`src/rtl/fetch_pc_unit_pkg.sv`:
```
// Shared constants, fetch-state encoding and F/D payload type for the fetch PC unit.
package fetch_pc_unit_pkg;

    localparam int unsigned XLEN   = 32;
    localparam int unsigned EXC_W  = 5;
    localparam int unsigned FSM_W  = 2;

    localparam logic [XLEN-1:0] PC_RESET_C   = 32'h0000_3000;
    localparam logic [XLEN-1:0] EXC_VECTOR_C = 32'h0000_4180;
    localparam logic [XLEN-1:0] IM_LO_C      = 32'h0000_3000;
    localparam logic [XLEN-1:0] IM_HI_C      = 32'h0000_6ffc;

    localparam logic [EXC_W-1:0] EXC_NONE = 5'd0;
    localparam logic [EXC_W-1:0] EXC_ADEL = 5'd4;

    typedef enum logic [FSM_W-1:0] {
        S_RUN   = 2'd0,
        S_STALL = 2'd1,
        S_REDIR = 2'd2
    } fstate_e;

    // Contents of the F/D pipeline register
    typedef struct packed {
        logic [XLEN-1:0]  pc;
        logic [XLEN-1:0]  instr;
        logic             valid;
        logic             bd;
        logic [EXC_W-1:0] exc;
    } fd_reg_t;

endpackage

```
`src/rtl/fetch_pc_unit_if.sv`:
```
// Control inputs and F/D outputs of the fetch PC unit.
interface fetch_pc_if;
    import fetch_pc_unit_pkg::*;

    logic [XLEN-1:0]  npc;
    logic [XLEN-1:0]  instr_in;
    logic             stall;
    logic             flush_req;
    logic             eret;
    logic [XLEN-1:0]  epc;
    logic             d_is_branch;
    logic [XLEN-1:0]  f_pc;
    logic [XLEN-1:0]  d_pc;
    logic [XLEN-1:0]  d_instr;
    logic             d_valid;
    logic             d_bd;
    logic [EXC_W-1:0] d_exc;
    logic [FSM_W-1:0] fstate;
    logic [XLEN-1:0]  fetch_cnt;

    modport master (
        output npc, instr_in, stall, flush_req, eret, epc, d_is_branch,
        input  f_pc, d_pc, d_instr, d_valid, d_bd, d_exc, fstate, fetch_cnt
    );

    modport slave (
        input  npc, instr_in, stall, flush_req, eret, epc, d_is_branch,
        output f_pc, d_pc, d_instr, d_valid, d_bd, d_exc, fstate, fetch_cnt
    );

endinterface

```
`src/rtl/fetch_pc_unit_pc_range_chk.sv`:
```
// Fetch-address alignment and instruction-memory range check (AdEL flag).
module pc_range_chk
    import fetch_pc_unit_pkg::*;
#(
    parameter logic [XLEN-1:0] IM_LO = IM_LO_C,
    parameter logic [XLEN-1:0] IM_HI = IM_HI_C
) (
    input  logic [XLEN-1:0] pc,
    output logic            adel_c
);

    always_comb begin
        adel_c = (pc[1:0] != 2'b00) || (pc < IM_LO) || (pc > IM_HI);
    end

endmodule

```
`src/rtl/fetch_pc_unit.sv`:
```
// Fetch PC register and F/D pipeline register with stall, flush, ERET redirect and AdEL tagging.
// Build option: define FETCH_CNT_EN to get the fetch_cnt counter; otherwise fetch_cnt reads 0.
module fetch_pc_unit
    import fetch_pc_unit_pkg::*;
#(
    parameter logic [XLEN-1:0] PC_RESET   = PC_RESET_C,
    parameter logic [XLEN-1:0] EXC_VECTOR = EXC_VECTOR_C,
    parameter logic [XLEN-1:0] IM_LO      = IM_LO_C,
    parameter logic [XLEN-1:0] IM_HI      = IM_HI_C
) (
    input  logic       clk,
    input  logic       reset,
    fetch_pc_if.slave  bus
);

    fstate_e         state_q, state_d;
    logic [XLEN-1:0] f_pc_q, f_pc_d;
    fd_reg_t         fd_q, fd_d;
    logic            adel_c;

    pc_range_chk #(
        .IM_LO (IM_LO),
        .IM_HI (IM_HI)
    ) u_range_chk (
        .pc     (f_pc_q),
        .adel_c (adel_c)
    );

    // State register
    always_ff @(posedge clk) begin
        if (reset) begin
            state_q <= S_RUN;
        end else begin
            state_q <= state_d;
        end
    end

    // Next state and next F_PC / F/D contents; redirects beat stall
    always_comb begin
        state_d = state_q;
        f_pc_d  = f_pc_q;
        fd_d    = fd_q;

        if (bus.flush_req) begin
            state_d  = S_REDIR;
            f_pc_d   = EXC_VECTOR;
            fd_d     = '0;
            fd_d.pc  = EXC_VECTOR;
        end else if (bus.eret) begin
            state_d  = S_REDIR;
            f_pc_d   = bus.epc;
            fd_d     = '0;
            fd_d.pc  = bus.epc;
        end else if (bus.stall) begin
            state_d  = S_STALL;
        end else begin
            state_d     = S_RUN;
            f_pc_d      = bus.npc;
            fd_d.pc     = f_pc_q;
            fd_d.valid  = 1'b1;
            fd_d.bd     = bus.d_is_branch;
            fd_d.instr  = adel_c ? '0 : bus.instr_in;
            fd_d.exc    = adel_c ? EXC_ADEL : EXC_NONE;
        end
    end

    // Datapath registers
    always_ff @(posedge clk) begin
        if (reset) begin
            f_pc_q <= PC_RESET;
            fd_q   <= '0;
        end else begin
            f_pc_q <= f_pc_d;
            fd_q   <= fd_d;
        end
    end

`ifdef FETCH_CNT_EN
    logic [XLEN-1:0] cnt_q;
    logic            capture_c;

    assign capture_c = ~(bus.flush_req | bus.eret | bus.stall);

    // Counts valid F/D captures, wrapping naturally
    always_ff @(posedge clk) begin
        if (reset) begin
            cnt_q <= '0;
        end else if (capture_c) begin
            cnt_q <= cnt_q + XLEN'(1);
        end
    end

    assign bus.fetch_cnt = cnt_q;
`else
    assign bus.fetch_cnt = '0;
`endif

    assign bus.f_pc    = f_pc_q;
    assign bus.d_pc    = fd_q.pc;
    assign bus.d_instr = fd_q.instr;
    assign bus.d_valid = fd_q.valid;
    assign bus.d_bd    = fd_q.bd;
    assign bus.d_exc   = fd_q.exc;
    assign bus.fstate  = state_q;

endmodule

```
`src/flat_wrapper.sv`:
```
// flat-port wrapper written by rule: the top's interface ports become plain ports
module fetch_pc_unit_flat import fetch_pc_unit_pkg::*;
#(
    parameter logic [XLEN-1:0] PC_RESET   = PC_RESET_C,
    parameter logic [XLEN-1:0] EXC_VECTOR = EXC_VECTOR_C,
    parameter logic [XLEN-1:0] IM_LO      = IM_LO_C,
    parameter logic [XLEN-1:0] IM_HI      = IM_HI_C
)
  (clk, reset, bus_npc, bus_instr_in, bus_stall, bus_flush_req, bus_eret, bus_epc, bus_d_is_branch, bus_f_pc, bus_d_pc, bus_d_instr, bus_d_valid, bus_d_bd, bus_d_exc, bus_fstate, bus_fetch_cnt);
  fetch_pc_if bus_i ();
  input  logic clk;
  input  logic reset;
  input wire logic [$bits(bus_i.npc)-1:0] bus_npc;
  input wire logic [$bits(bus_i.instr_in)-1:0] bus_instr_in;
  input wire logic [$bits(bus_i.stall)-1:0] bus_stall;
  input wire logic [$bits(bus_i.flush_req)-1:0] bus_flush_req;
  input wire logic [$bits(bus_i.eret)-1:0] bus_eret;
  input wire logic [$bits(bus_i.epc)-1:0] bus_epc;
  input wire logic [$bits(bus_i.d_is_branch)-1:0] bus_d_is_branch;
  output wire logic [$bits(bus_i.f_pc)-1:0] bus_f_pc;
  output wire logic [$bits(bus_i.d_pc)-1:0] bus_d_pc;
  output wire logic [$bits(bus_i.d_instr)-1:0] bus_d_instr;
  output wire logic [$bits(bus_i.d_valid)-1:0] bus_d_valid;
  output wire logic [$bits(bus_i.d_bd)-1:0] bus_d_bd;
  output wire logic [$bits(bus_i.d_exc)-1:0] bus_d_exc;
  output wire logic [$bits(bus_i.fstate)-1:0] bus_fstate;
  output wire logic [$bits(bus_i.fetch_cnt)-1:0] bus_fetch_cnt;
  assign bus_i.npc = bus_npc;
  assign bus_i.instr_in = bus_instr_in;
  assign bus_i.stall = bus_stall;
  assign bus_i.flush_req = bus_flush_req;
  assign bus_i.eret = bus_eret;
  assign bus_i.epc = bus_epc;
  assign bus_i.d_is_branch = bus_d_is_branch;
  assign bus_f_pc = bus_i.f_pc;
  assign bus_d_pc = bus_i.d_pc;
  assign bus_d_instr = bus_i.d_instr;
  assign bus_d_valid = bus_i.d_valid;
  assign bus_d_bd = bus_i.d_bd;
  assign bus_d_exc = bus_i.d_exc;
  assign bus_fstate = bus_i.fstate;
  assign bus_fetch_cnt = bus_i.fetch_cnt;
  fetch_pc_unit #(.PC_RESET(PC_RESET), .EXC_VECTOR(EXC_VECTOR), .IM_LO(IM_LO), .IM_HI(IM_HI)) u_core (.clk(clk), .reset(reset), .bus(bus_i));
endmodule
```
`config.mk`:
```
export PLATFORM = sky130hd
export DESIGN_NAME = fetch_pc_unit_flat
export DESIGN_NICKNAME = d
export VERILOG_FILES = /design/src/rtl/fetch_pc_unit_pkg.sv /design/src/rtl/fetch_pc_unit_if.sv /design/src/rtl/fetch_pc_unit_pc_range_chk.sv /design/src/rtl/fetch_pc_unit.sv /design/src/flat_wrapper.sv
export SDC_FILE = /design/constraint.sdc
export NUM_CORES = 1
export LEC_CHECK = 0
export CAP_MARGIN = 20
export CELL_PAD_IN_SITES_DETAIL_PLACEMENT = 1
export CELL_PAD_IN_SITES_GLOBAL_PLACEMENT = 1
export CORE_MARGIN = 2
export CORE_UTILIZATION = 25
export DETAILED_ROUTE_END_ITERATION = 8
export GPL_ROUTABILITY_DRIVEN = 0
export PLACE_DENSITY_LB_ADDON = 0.1
export REMOVE_ABC_BUFFERS = 1
export SYNTH_ARGS = -nofsm -noshare
export SYNTH_HDL_FRONTEND = slang
export SYNTH_SLANG_ARGS = --single-unit
```
`constraint.sdc`:
```
create_clock -name clk -period 1.2 [get_ports clk]
set_input_delay 0.3 -clock clk [delete_from_list [all_inputs] [get_ports clk]]
set_output_delay 0.3 -clock clk [all_outputs]
set_load 0.005 [all_outputs]
```
# [Word level (Yosys, flattened, before mapping)]
# Index checks and enable logic that the tools add are counted.
[totals] output_inout_bits=137 reg_bits=105 input_bits=102 word_cells=30
[op_classes] n_lt_le_gt_ge=2 n_eq_ne=2 reduce_logical=5 n_mux=11
[op_table] cell="71-bit 2-to-1 mux" n=2
[op_table] cell="32-bit 2-to-1 mux" n=3
[op_table] cell="54-bit 2-to-1 mux" n=1
[op_table] cell="32-bit by 15-bit > comparator with 1-bit output (second input constant)" n=1
[op_table] cell="32-bit by 14-bit < comparator with 1-bit output (second input constant)" n=1
[op_table] cell="15-bit 2-to-1 mux" n=1
[op_table] cell="2-bit 2-to-1 mux" n=2
[op_table] cell="3-bit 2-to-1 mux" n=1
[op_table] cell="3-bit by 1-bit inequality test with 1-bit output (second input constant)" n=1
[op_table] cell="3-bit OR reduction" n=1
[op_table] cell="1-bit logical OR" n=2
[op_table] cell="2-bit by 1-bit inequality test with 1-bit output (second input constant)" n=1
[op_table] cell="2-bit nonzero test" n=1
[op_table] cell="2-bit OR reduction" n=1
[op_table] cell="1-bit 2-to-1 mux" n=1

# [Logic depth before layout (Yosys ltp)]
[logic_depth] depth_word=7 mapped_depth=6 ltp_nobuf=4

# [By module]
# Synthesis repeated with hierarchy kept, for this count alone.
[hier_totals] cells_unflattened=384 area_unflattened_um2=4110.2
[modules_own_cells] module="fetch_pc_unit" cells_per_inst=375 instances=1 area_each_um2=4055.1
[modules_own_cells] module="pc_range_chk" cells_per_inst=9 instances=1 area_each_um2=55.1

# [Worst setup path after synthesis]
# OpenSTA, ideal clock, no wires.
[synth_path] kind="register to register" startpoint="register u_core.f_pc_q[16], in the netlist u_core.bus.f_pc[16]" endpoint="register u_core.fd_q (netlist bit u_core.bus.d_instr[10])" setup_time_ns=0.067 path_slack_ns=-0.049 path_stages_with_launch=6 t_required_ns=1.133 n_path_buf=1 arrival_ns=1.182 cell_sequence="dfxtp_1 -> nor4_1 -> and3_1 -> nand4_4 -> buf_6 -> o21ai_2"
[synth_via] elab_chain_cells=4 elab_cells_between_ends=5
[synth_lines] item="start, declared" line_no="fetch_pc_unit.sv:17" rtl="logic [XLEN-1:0] f_pc_q, f_pc_d;"
[synth_lines] item="start signal, assigned" line_no="fetch_pc_unit.sv:73" rtl="f_pc_q <= f_pc_d;"
[synth_lines] item="32-bit by 14-bit < comparator with 1-bit output" line_no="fetch_pc_unit_pc_range_chk.sv:13" rtl="adel_c = (pc[1:0] != 2'b00) || (pc < IM_LO) || (pc > IM_HI);"
[synth_lines] item="1-bit logical OR" line_no="fetch_pc_unit_pc_range_chk.sv:13"
[synth_lines] item="1-bit logical OR (*)" line_no="fetch_pc_unit_pc_range_chk.sv:13"
[synth_lines] item="32-bit 2-to-1 mux (*)" line_no="fetch_pc_unit.sv:62" rtl="fd_d.instr = adel_c ? '0 : bus.instr_in;"
[synth_lines] item="end signal, assigned" line_no="fetch_pc_unit.sv:71" rtl="fd_q <= '0;"
[synth_lines] item="end signal, assigned" line_no="fetch_pc_unit.sv:74" rtl="fd_q <= fd_d;"
[synth_lines] item="end, declared" line_no="fetch_pc_unit.sv:18" rtl="fd_reg_t fd_q, fd_d;"
# Every way passes the cells marked *; elsewhere a longest branch is shown, timed or not.
# A chain may end at the register's enable or synchronous reset.

# [Worst setup path after layout]
[layout_path] startpoint="register u_core.f_pc_q[31], in the netlist u_core.bus.f_pc[31]" endpoint="register u_core.fd_q (netlist bit u_core.bus.d_instr[27])"
# Same word-level chain as after synthesis.

==> run_results.csv <==
group,metric,value,unit
floorplan,core_area,0.0173,sq mm
sta,finalSetupViolations,37,
floorplan,dieHeight,137,um
sta,fin_skew,0.00399,ns
clock_network,cts_tree,"built",
final_layout,drive_gt1_share,44.2,%
global_route,grt_max_degree,63,
critical_path,critPathKind,"flip-flop to flip-flop",
power,switchingPower,0.00198,W
place,hpwl,10800,um
logic_synthesis,yosys_warnings,0,
power,swShare,24.3,%
sta,max_freq,639,MHz
global_route,grtUsageMet1,19.7,%
power,p_clk_share,39.2,%
power,leakage,3.29,nW
final_layout,fin_util,42.4,%
logic_synthesis,ys_seq_area_share,45.8,%
sta,period_needed,1.56,ns
power,powerDensity,1110,mW/mm^2
drt,routed_wl,15900,um
global_route,grt_util_met2,28.7,%
hold_path,hp-class,"flip-flop to flip-flop",
logic_synthesis,synth_area,0.00441,sq mm
critical_path,critPathLaunchType,"flip-flop",
sta,layout_setup_ws,-0.364,ns
critical_path,crit_path_end_kind,"flip-flop",
sta,fin_setup_tns,-11.49,ns
global_route,grt_pass1_vias,4521,
drt,drtIter0Drc,94,
global_route,grt_overflow_total,0,
run_status,violations,"negative setup slack",
drt,wl_per_cell,16.8,um
power,ir_drop,0.617,mV
logic_synthesis,syn_area_per_cell,9.49,sq um
sta,hold_viol,0,
final_layout,diodes,0,
logic_synthesis,ys_types,29,
logic_synthesis,ys_seq_elements,101,
global_route,grtUsageTotal,16.6,%
clock_network,numCtsBuffers,9,
final_layout,stdcell_count,946,
drt,via_per_inst,4.51,
global_route,busiest_layer,"met2",
clock_network,holdBufCountCts,0,
clock_network,h-tree-depth,3,
drt,drc,0,
run_status,status,"complete, but fails checks",
global_route,grt_first_pass_wirelength,23700,um
final_layout,layout.nets,818,
drt,antenna_left,0,
drt,first_pass_iters,4,
clock_network,root_buffer,"clkbuf_16",
floorplan,rows,48,
power,pwr-share-seq,43.7,%
global_route,met3_usage,4.89,%
sta,maxSlewViolCount,0,
floorplan,io_pins,239,
flow_run,cap_violations,0,
clock_network,clock_latency,0.35,ns
floorplan,die_w,137,um
clock_network,cts_buffer_depth,2,
floorplan,dieArea,0.0187,sq mm
critical_path,cp.required,1.47,ns
clock_network,clk_pin_slew_worst_paths,0.07,ns
sta,rsz0062_at_grt,"true",
critical_path,crit_fanout,9,
global_route,antenna_found_initial,1,
final_layout,syn_to_final_growth,66.3,%
power,intPower,0.00618,W
place,port_buffers,202,
logic_synthesis,syn_inst,465,
clock_network,clock-sinks,101,
critical_path,worstPathArrival,1.84,ns
place,placed_cells,903,
power,pwr-share-comb,17.1,%
sta,period_share,130,%
floorplan,initial_core_util,25.5,%
drt,vias,4271,
-- per-stage QoR --
stage | hold slack (ns) | power, W | instance area [sq um] | setup WS, ns
floorplan | 0.372 | 0.00401 | 4070 | -2.93
global placement | 0.437 | 0.00492 | 6820 | -0.448
detailed placement | 0.467 | 0.00495 | 6820 | -0.491
CTS | 0.475 | 0.00832 | 7540 | -0.366
global route | 0.476 | 0.00855 | 7330 | -0.460
finish | 0.468 | 0.00816 | 7330 | -0.364
-- critical path, stage by stage, from the launching register on --
cell and delay [ns]:
dfxtp_2 0.33, nor4_2 0.28, buf_4 0.16, and3_4 0.18, nand4_4 0.10, bufbuf_16 0.31, o21ai_2 0.13
-- flip-flops by register name, summed over array words and instances, names as in the netlist --
name / cells
u_core.bus.f_pc: 32
u_core.bus.d_bd: 1
u_core.bus.d_valid: 1
u_core.bus.d_pc: 32
u_core.bus.fstate: 2
u_core.bus.d_exc: 1
u_core.bus.d_instr: 32
-- synthesized netlist by cell type (all sizes together) --
cell type  instances  area share, %
a2111oi            2           0.40
a211oi             2           0.34
a21oi             61            6.9
and2               1           0.14
and3               2           0.28
buf               59            9.7
clkbuf            12            1.0
conb               1          0.085
dfxtp            101             46
inv                2           0.17
mux2i             65             15
nand2             40            3.4
nand2b             4           0.57
nand3             32            3.6
nand4              1           0.48
nor2              12            1.1
nor3               1           0.11
nor4               5            1.4
o21ai             59            9.2
or2                2           0.28
xnor2              1           0.20
-- layout make-up --
cell class	instances	area (sq um)
Tap cell	225	282
Fill cell	2009	9960
Multi-Input combinational cell	326	2070
Inverter	2	10.0
Clock inverter	6	86.3
Sequential cell	101	2150
Timing Repair Buffer	276	2490
Clock buffer	10	239
-- timing repair --
item | CTS | global route
gates cloned | 6 | 0
endpoints found under the setup margin | 184 | 101
buffers inserted | 17 | 10
gates resized for setup | 438 | 74
pin swaps | 22 | 4
-- routing by layer --
metal | up-vias | part of all wire, %
met3 | 17 | 7.3
li1 | 2052 | -
met2 | 150 | 49
met5 | - | 0.050
met4 | 2 | 1.7
met1 | 2050 | 42
-- cell usage in the layout, fill, tap and decap left out, types with 11 or more instances in the layout --
master           netlist  routed
o21ai_0               22      22
buf_6                  4      29
dfxtp_2                0      86
clkdlybuf4s50_1        0      98
buf_2                  5      53
conb_1                 1      36
nor2_1                11      11
buf_4                 45      44
o21ai_2               30      31
nand3_1               32      32
mux2i_1               65      65
nand2_1               40      40
clkbuf_2               0      29
a21oi_1               61      61
-- power groups by stage --
stage / combinational, W / sequential [W] / clock [W]
final: 0.00139 / 0.00356 / 0.00320
after global placement: 0.00130 / 0.00363 / 0
after global routing: 0.00151 / 0.00358 / 0.00346
after detailed placement: 0.00132 / 0.00363 / 0
after CTS: 0.00142 / 0.00356 / 0.00333
after floorplan: 0.000377 / 0.00364 / 0
-- path summary, 6_finish.rpt --
kind                            slack, ns  depth (start not counted)                     end                 from
worst max-delay path                -0.36                          6  u_core.bus.d_instr[27]  u_core.bus.f_pc[31]
worst min-delay path                 0.47                          2      u_core.bus.d_valid   u_core.bus.d_valid
worst max register to register      -0.36                          6  u_core.bus.d_instr[27]  u_core.bus.f_pc[31]
worst min register to register       0.47                          2      u_core.bus.d_valid   u_core.bus.d_valid
-- logic make-up (layout without fill, tap and decap cells) --
group / Yosys count / count (layout) / synth area share (%)
muxes: 65 / 65 / 14.7
DFF: 101 / 101 / 45.8
xor gates and xnor gates: 1 / 1 / 0.199
AOI/OAI and AO/OA: 124 / 124 / 16.9
and+or+nand+nor: 100 / 100 / 11.4
other: 1 / 36 / 0.0850
buffers and inverters: 73 / 294 / 10.9
Power figures use the tool's default switching activity.
